<file path="config.mk">
export PLATFORM = sky130hd
export DESIGN_NAME = stream_fork_buffered
export DESIGN_NICKNAME = d
export VERILOG_FILES = /design/src/rtl/stream_fork_buffered.sv
export SDC_FILE = /design/constraint.sdc
export NUM_CORES = 1
export LEC_CHECK = 0
export BUFFER_PORTS_ARGS = -buffer_cell sky130_fd_sc_hd__buf_4
export CAP_MARGIN = 20
export CORE_ASPECT_RATIO = 2
export CORE_UTILIZATION = 52
export DETAILED_ROUTE_END_ITERATION = 12
export PLACE_DENSITY = 0.78
export SETUP_SLACK_MARGIN = 0.15
export SLEW_MARGIN = 25
export SYNTH_ARGS = -nofsm -noshare
export SYNTH_HDL_FRONTEND = slang
export SYNTH_SLANG_ARGS = --single-unit
</file>
<file path="constraint.sdc">
create_clock -name clk -period 2.51 [get_ports clk]
set_input_delay 0.3765 -clock clk [delete_from_list [all_inputs] [get_ports clk]]
set_output_delay 0.3765 -clock clk [all_outputs]
set_load 0.01 [all_outputs]
</file>
<file path="src/rtl/stream_fork_buffered.sv">
// Buffered multicast fork: each accepted beat is copied into the FIFO of every
// output selected by in_mask; outputs drain independently of each other.
module stream_fork_buffered #(
  parameter int NumStreams = 2,
  parameter int DataWidth  = 8,
  parameter int Depth      = 2
) (
  input  logic                                     clk,
  input  logic                                     rst,
  input  logic                                     in_valid,
  output logic                                     in_ready,
  input  logic [DataWidth-1:0]                     in_data,
  input  logic [NumStreams-1:0]                    in_mask,
  output logic [NumStreams-1:0]                    out_valid,
  input  logic [NumStreams-1:0]                    out_ready,
  output logic [NumStreams*DataWidth-1:0]          out_data,
  output logic [NumStreams*$clog2(Depth+1)-1:0]    out_level
);

  localparam int CntW = $clog2(Depth + 1);
  localparam int PtrW = (Depth > 1) ? $clog2(Depth) : 1;

  logic [NumStreams-1:0] full;
  logic                  accept;

  // A full FIFO only blocks the input when the current beat is routed to it.
  assign in_ready = !rst && (&(~in_mask | ~full));
  assign accept   = in_valid && in_ready;

  function automatic logic [PtrW-1:0] ptr_inc(input logic [PtrW-1:0] p);
    if (Depth == 1) return '0;
    return (p == PtrW'(Depth - 1)) ? '0 : p + 1'b1;
  endfunction

  for (genvar i = 0; i < NumStreams; i++) begin : g_fifo
    logic [DataWidth-1:0] mem_q [2**PtrW];
    logic [PtrW-1:0]      wptr_q, wptr_d;
    logic [PtrW-1:0]      rptr_q, rptr_d;
    logic [CntW-1:0]      cnt_q, cnt_d;
    logic                 push, pop;

    assign full[i]      = (cnt_q == CntW'(Depth));
    assign out_valid[i] = (cnt_q != '0);
    assign push         = accept && in_mask[i];
    assign pop          = out_valid[i] && out_ready[i];

    always_comb begin
      wptr_d = wptr_q;
      rptr_d = rptr_q;
      cnt_d  = cnt_q;
      if (push) wptr_d = ptr_inc(wptr_q);
      if (pop)  rptr_d = ptr_inc(rptr_q);
      if (push && !pop)      cnt_d = cnt_q + 1'b1;
      else if (pop && !push) cnt_d = cnt_q - 1'b1;
    end

    always_ff @(posedge clk) begin
      if (rst) begin
        wptr_q <= '0;
        rptr_q <= '0;
        cnt_q  <= '0;
      end else begin
        wptr_q <= wptr_d;
        rptr_q <= rptr_d;
        cnt_q  <= cnt_d;
      end
    end

    // Storage carries no reset; push is already blocked while rst is high.
    always_ff @(posedge clk) begin
      if (push) mem_q[wptr_q] <= in_data;
    end

    assign out_data[i*DataWidth +: DataWidth] = mem_q[rptr_q];
    assign out_level[i*CntW +: CntW]          = cnt_q;
  end

endmodule

</file>
# [Yosys cells after proc, flatten, opt, wreduce, memory -nomap -nowiden]
# Memories as Yosys holds them, arrays and structs flattened. A register that Yosys moved wholly into a read port is not among the register bits.
# Cells that the tools add are included.
[op_classes] bitwise=3 addsub=8 n_mux=16 reduce_logical=20 n_eq_ne=2
[ops] op="1-bit two-way mux" n=12
[ops] op="1-bit logical AND" n=10
[ops] op="2-bit two-way mux" n=4
[ops] op="2-bit nonzero test" n=4
[ops] op="1-bit logical NOT" n=5
[ops] op="1-bit adder, second input constant" n=4
[ops] op="2-bit by 1-bit adder with 2-bit output, second input constant" n=2
[ops] op="2-bit == test, second input constant" n=2
[ops] op="2-bit NOT" n=2
[ops] op="2-bit by 1-bit subtractor with 2-bit output, second input constant" n=2
[ops] op="2-bit OR" n=1
[ops] op="2-bit AND reduction" n=1
[totals] n_memories=2 register_bits=8 ramBits=32 out_inout_bits=23 word_cells=57
[memory_table] memory="g_fifo[0].mem_q" depth=2 width=8 rd=1 rd_ports_with_merged_regs=1 wr=1 line_no="36" rtl="logic [DataWidth-1:0] mem_q [2**PtrW];"
[memory_table] memory="g_fifo[1].mem_q" depth=2 width=8 rd=1 rd_ports_with_merged_regs=1 wr=1 line_no="36"

# [Depth between registers and ports, before layout]
[depth] word_depth=11 mapped_depth=7 mapped_depth_nobuf=7

# [Worst setup path after synthesis]
# No wires, ideal clock.
[synth_timing] path_type="register -> register" from="reg g_fifo[1].cnt_q[0]" to="mem g_fifo[0].mem_q[0][0], enable pin" arrival_ns=1.624 stages_incl_launch_ff=5 period_less_slack_ns=1.997 slack_ns=0.513 required_ns=2.137 cell_sequence="dfxtp_1 > and3b_2 > nor3_2 > and3_1 > nor2b_1"
[synth_between] elab_chain_len=9
[synth_rtl] element="from (decl)" line_no="39" rtl="logic [CntW-1:0] cnt_q, cnt_d;"
[synth_rtl] element="from (signal assigned)" line_no="65" rtl="cnt_q <= cnt_d;"
[synth_rtl] element="2-bit == test" line_no="42" rtl="assign full[i] = (cnt_q == CntW'(Depth));"
[synth_rtl] element="2-bit NOT" line_no="27" rtl="assign in_ready = !rst && (&(~in_mask | ~full));"
[synth_rtl] element="2-bit OR" line_no="27"
[synth_rtl] element="2-bit AND reduction" line_no="27"
[synth_rtl] element="1-bit logical AND" line_no="27"
[synth_rtl] element="named net in_ready" line_no="11" rtl="output logic in_ready,"
[synth_rtl] element="1-bit logical AND" line_no="28" rtl="assign accept = in_valid && in_ready;"
[synth_rtl] element="1-bit logical AND" line_no="44" rtl="assign push = accept && in_mask[i];"
[synth_rtl] element="named net g_fifo[0].push" line_no="40" rtl="logic push, pop;"
[synth_rtl] element="1-bit two-way mux" line_no="71" rtl="if (push) mem_q[wptr_q] <= in_data;"
[synth_rtl] element="1-bit two-way mux (implied by the code)" line_no="71"
[synth_rtl] element="to (decl)" line_no="36"
# The timed path passes the listed nets, and every way through them passes these cells.

# [Final worst setup path]
[layout_timing] from="reg g_fifo[1].cnt_q[0]" to="reg g_fifo[0].cnt_q[1]"
[layout_between] elab_chain_len=10 word_cells_on_any_way=12 classes_between="eq/ne: 1; mux: 1; bitwise: 2; reduce/logical: 8"
[layout_rtl] element="2-bit == test *" line_no="42"
[layout_rtl] element="2-bit NOT *" line_no="27"
[layout_rtl] element="2-bit OR *" line_no="27"
[layout_rtl] element="2-bit AND reduction *" line_no="27"
[layout_rtl] element="1-bit logical AND *" line_no="27"
[layout_rtl] element="1-bit logical AND *" line_no="28"
[layout_rtl] element="1-bit logical AND *" line_no="44"
[layout_rtl] element="named net g_fifo[0].push" line_no="40"
[layout_rtl] element="1-bit logical NOT" line_no="54" rtl="else if (pop && !push) cnt_d = cnt_q - 1'b1;"
[layout_rtl] element="1-bit logical AND" line_no="54"
[layout_rtl] element="2-bit nonzero test (no source line)"
[layout_rtl] element="to (signal assigned)" line_no="65"
[layout_rtl] element="to (decl)" line_no="39"
# The timed path passes the listed nets; every way through them passes the cells marked *.
# A chain may end at the register's enable or synchronous reset.

==> out/results.tsv <==
stage	metric	value	unit
synth	post-synth cell types	22	
run_status	status	completed	
clock_network	Post-CTS Setup Bufs	0	
cells_and_area	Final Cell Area	2020	um^2
global_routing	initial antenna violation count	0	
worst_setup_path	r2r setup slk	570	ps
global_routing	met2 Resource Use GR	33.8	%
global_routing	most crowded layer after global routing	met2	
detailed_routing	Via-to-Cell Ratio	5.46	
timing	Slew Viols, Final	0	
timing	Setup TNS	0	ps
synth	synthesized area	1620	um^2
floorplanning	die height	80.9	um
global_routing	met1 Use GR	15.5	%
detailed_routing	DR WL/cell	15.9	um
timing	Worst slew margin	70.4	%
clock_network	Clock Sinks	42	
clock_network	clk slew on worst S/H paths	70	ps
detailed_routing	via count	945	
worst_setup_path	crit path max fanout	5	
detailed_routing	drt drc	0	
worst_setup_path	CP startpoint kind	register	
floorplanning	die width	41.5	um
detailed_routing	DRT Wirelength	2740	um
global_routing	Tot GR Track Use	17.6	%
cells_and_area	Antenna diodes	0	
run	Max Cap Viol	0	
synth	sequential fraction of the synthesis area	71.7	%
power_and_ir_drop	Worst VDD drop	0.000752	V
cells_and_area	synthesis-to-layout area growth	24.7	%
timing	fin crit period	1940	ps
clock_network	CTS tree	yes	
power_and_ir_drop	power density over the cells	941	nW/um^2
worst_setup_path	Setup CP Type	register to register	
worst_setup_path	crit-path max cell delay	420	ps
cells_and_area	Net count, final	159	
worst_setup_path	WP data arrival	2160	ps
clock_network	Max H-tree Level	2	
global_routing	vias in the first global route	938	
clock_network	TritonCTS buffer count	5	
synth	Cells after Synth	99	
detailed_routing	length of the first detailed-routing pass in iterations	4	
clock_network	clk_lat worst skew	290	ps
place	number of port buffers	37	
timing	slew of the pin with the lowest slew margin	444	ps
cells_and_area	Fillers	215	
power_and_ir_drop	leakage	0.786	nW
timing	crit share post-route	77.3	%
place	GPL Wtd Cong	0.664	
global_routing	global-route wire length before repair	4220	um
floorplanning	area of the core	2940	um^2
worst_setup_path	Worst Setup End Kind	register	
global_routing	largest net degree at the start of global routing	13	
clock_network	hold_buf cts	0	
timing	Hold Fails Final Rpt	0	
synth	flop and latch count out of synthesis	42	
clock_network	maximum clock path buffer count	2	
clock_network	CTS root buffer	clkbuf_8	
synth	Avg Inst Size Synth	16.4	um^2
worst_setup_path	CP max stage cell	dfxtp_1	
timing	Setup Skew	3.62	ps
synth	synthesized net count	116	
worst_setup_path	worst-path cell chain	and3b_2 -> nor3_2 -> and3_1 -> ha_1 -> or3_1 -> a21oi_1	
floorplanning	full die area	3350	um^2
hold_path	Hold Path Class	primary input to register	
detailed_routing	initial DRC count	28	
timing	fmax	515	MHz
global_routing	met3 Track Usage GR	4.44	%
cells_and_area	final core utilization	68.6	%
place	HPWL after DPL	2050	um
timing	Hold Slack	285	ps
timing	unrepaired setup endpoints after global routing	no	
global_routing	GR Overflow Total	0	
synth	Yosys warning total	0	
cells_and_area	share of cells above drive strength 1	46.2	%
floorplanning	IO Count	38	
worst_setup_path	Worst EP required	2730	ps
timing	endpoints failing setup	0	
place	Area after DPL	1940	um^2
clock_network	Post-CTS Resized	0	
floorplanning	# rows	28	
floorplanning	initial core utilization	55.0	%
detailed_routing	antenna-violating nets left	0	
## path summary, 6_finish.rpt
| path | from | to | cells past startpoint |
|---|---|---|---|
| max | g_fifo[1].cnt_q[0]$_SDFFE_PP0P_ | g_fifo[0].cnt_q[1]$_SDFFE_PP0P_ | 6 |
| min | in_data[4] | g_fifo[0].mem_q[0][4]$_DFFE_PP_ | 1 |
| max reg2reg | g_fifo[1].cnt_q[0]$_SDFFE_PP0P_ | g_fifo[0].cnt_q[1]$_SDFFE_PP0P_ | 6 |
| min reg2reg | g_fifo[0].wptr_q$_SDFFE_PP0P_ | g_fifo[0].wptr_q$_SDFFE_PP0P_ | 1 |
## critical path, delay by kind of cell, from the launching register on
kind            cells  cell delay (ps)
simple gates        4             1040
fa+ha+maj           1              280
flops               1              420
compound gates      1              140
## layout make-up
type / instances / area [um^2] / area share (%)
clock buffer: 6 / 72.6 / 3.59
clock inverter: 2 / 8.76 / 0.434
multi-input combinational: 54 / 447 / 22.1
sequential: 42 / 1160 / 57.5
tap: 30 / 37.5 / 1.86
timing repair buffer: 39 / 293 / 14.5
## registers in the layout, indices dropped and copies added (netlist names), named ones only
| register | count |
|---|---|
| g_fifo.wptr_q | 2 |
| g_fifo.mem_q | 32 |
| g_fifo.rptr_q | 2 |
| g_fifo.cnt_q | 4 |
## cells in the final DEF (no fill, tap or decap)
cell type / instances
a21oi_1: 2
and2_1: 2
and3_1: 1
and3b_1: 1
and3b_2: 1
buf_4: 39
clkbuf_1: 1
clkbuf_8: 5
clkinv_1: 1
clkinv_2: 1
dfxtp_1: 10
edfxtp_1: 32
ha_1: 2
mux2_2: 16
mux2i_1: 1
nand2_1: 3
nand2b_1: 1
nor2_1: 7
nor2b_1: 2
nor3_2: 1
nor4_4: 1
o21ai_0: 2
or2_2: 2
or3_1: 2
xnor2_1: 1
xor2_1: 6
## metal layers
layer  vias up  part of all wire, %
met1       466                   35
li1        443                    -
met5         -                    0
met2        32                   58
met4         0                  2.6
met3         4                  4.2
## where the power goes
group | switching (mW) | leakage (nW) | total (mW) | internal, mW
registers | 0.0934 | 0.372 | 0.923 | 0.830
clock network | 0.214 | 0.0426 | 0.405 | 0.191
logic | 0.244 | 0.371 | 0.571 | 0.327
## cell usage after synthesis, drive strengths merged
cell	n	share of area, %
ha	2	1.5
and3	1	0.39
nor3	1	0.62
xnor2	1	0.54
nor2b	2	0.77
mux2	16	11
clkbuf	3	0.70
mux2i	1	0.62
xor2	6	3.2
a21oi	2	0.62
dfxtp	10	12
and2	2	0.77
nor4	1	1.3
or3	2	0.77
nand2	3	0.70
and3b	2	1.2
edfxtp	32	59
nand2b	1	0.39
nor2	7	1.6
o21ai	2	0.62
or2	2	0.77
## cells by family after synthesis
family	count (synthesis)	share of synthesized area (%)
flip-flops	42	71.7
adder cells (fa/ha/maj)	2	1.55
buffers and inverters	3	0.695
AND/OR/NAND/NOR	24	9.27
AO/OA/AOI/OAI	4	1.24
multiplexers	17	11.7
XOR/XNOR	7	3.79
## stage by stage
stage / power (mW) / instances / setup slack [ps]
final: 1.90 / 173 / 570
after global routing: 1.99 / 173 / 436
after CTS: 1.92 / 173 / 556
after detailed placement: 1.52 / 165 / 523
after global placement: 1.49 / 165 / 576
after floorplan: 1.25 / 99 / 513
No activity file was read; power rests on OpenSTA's default activity.
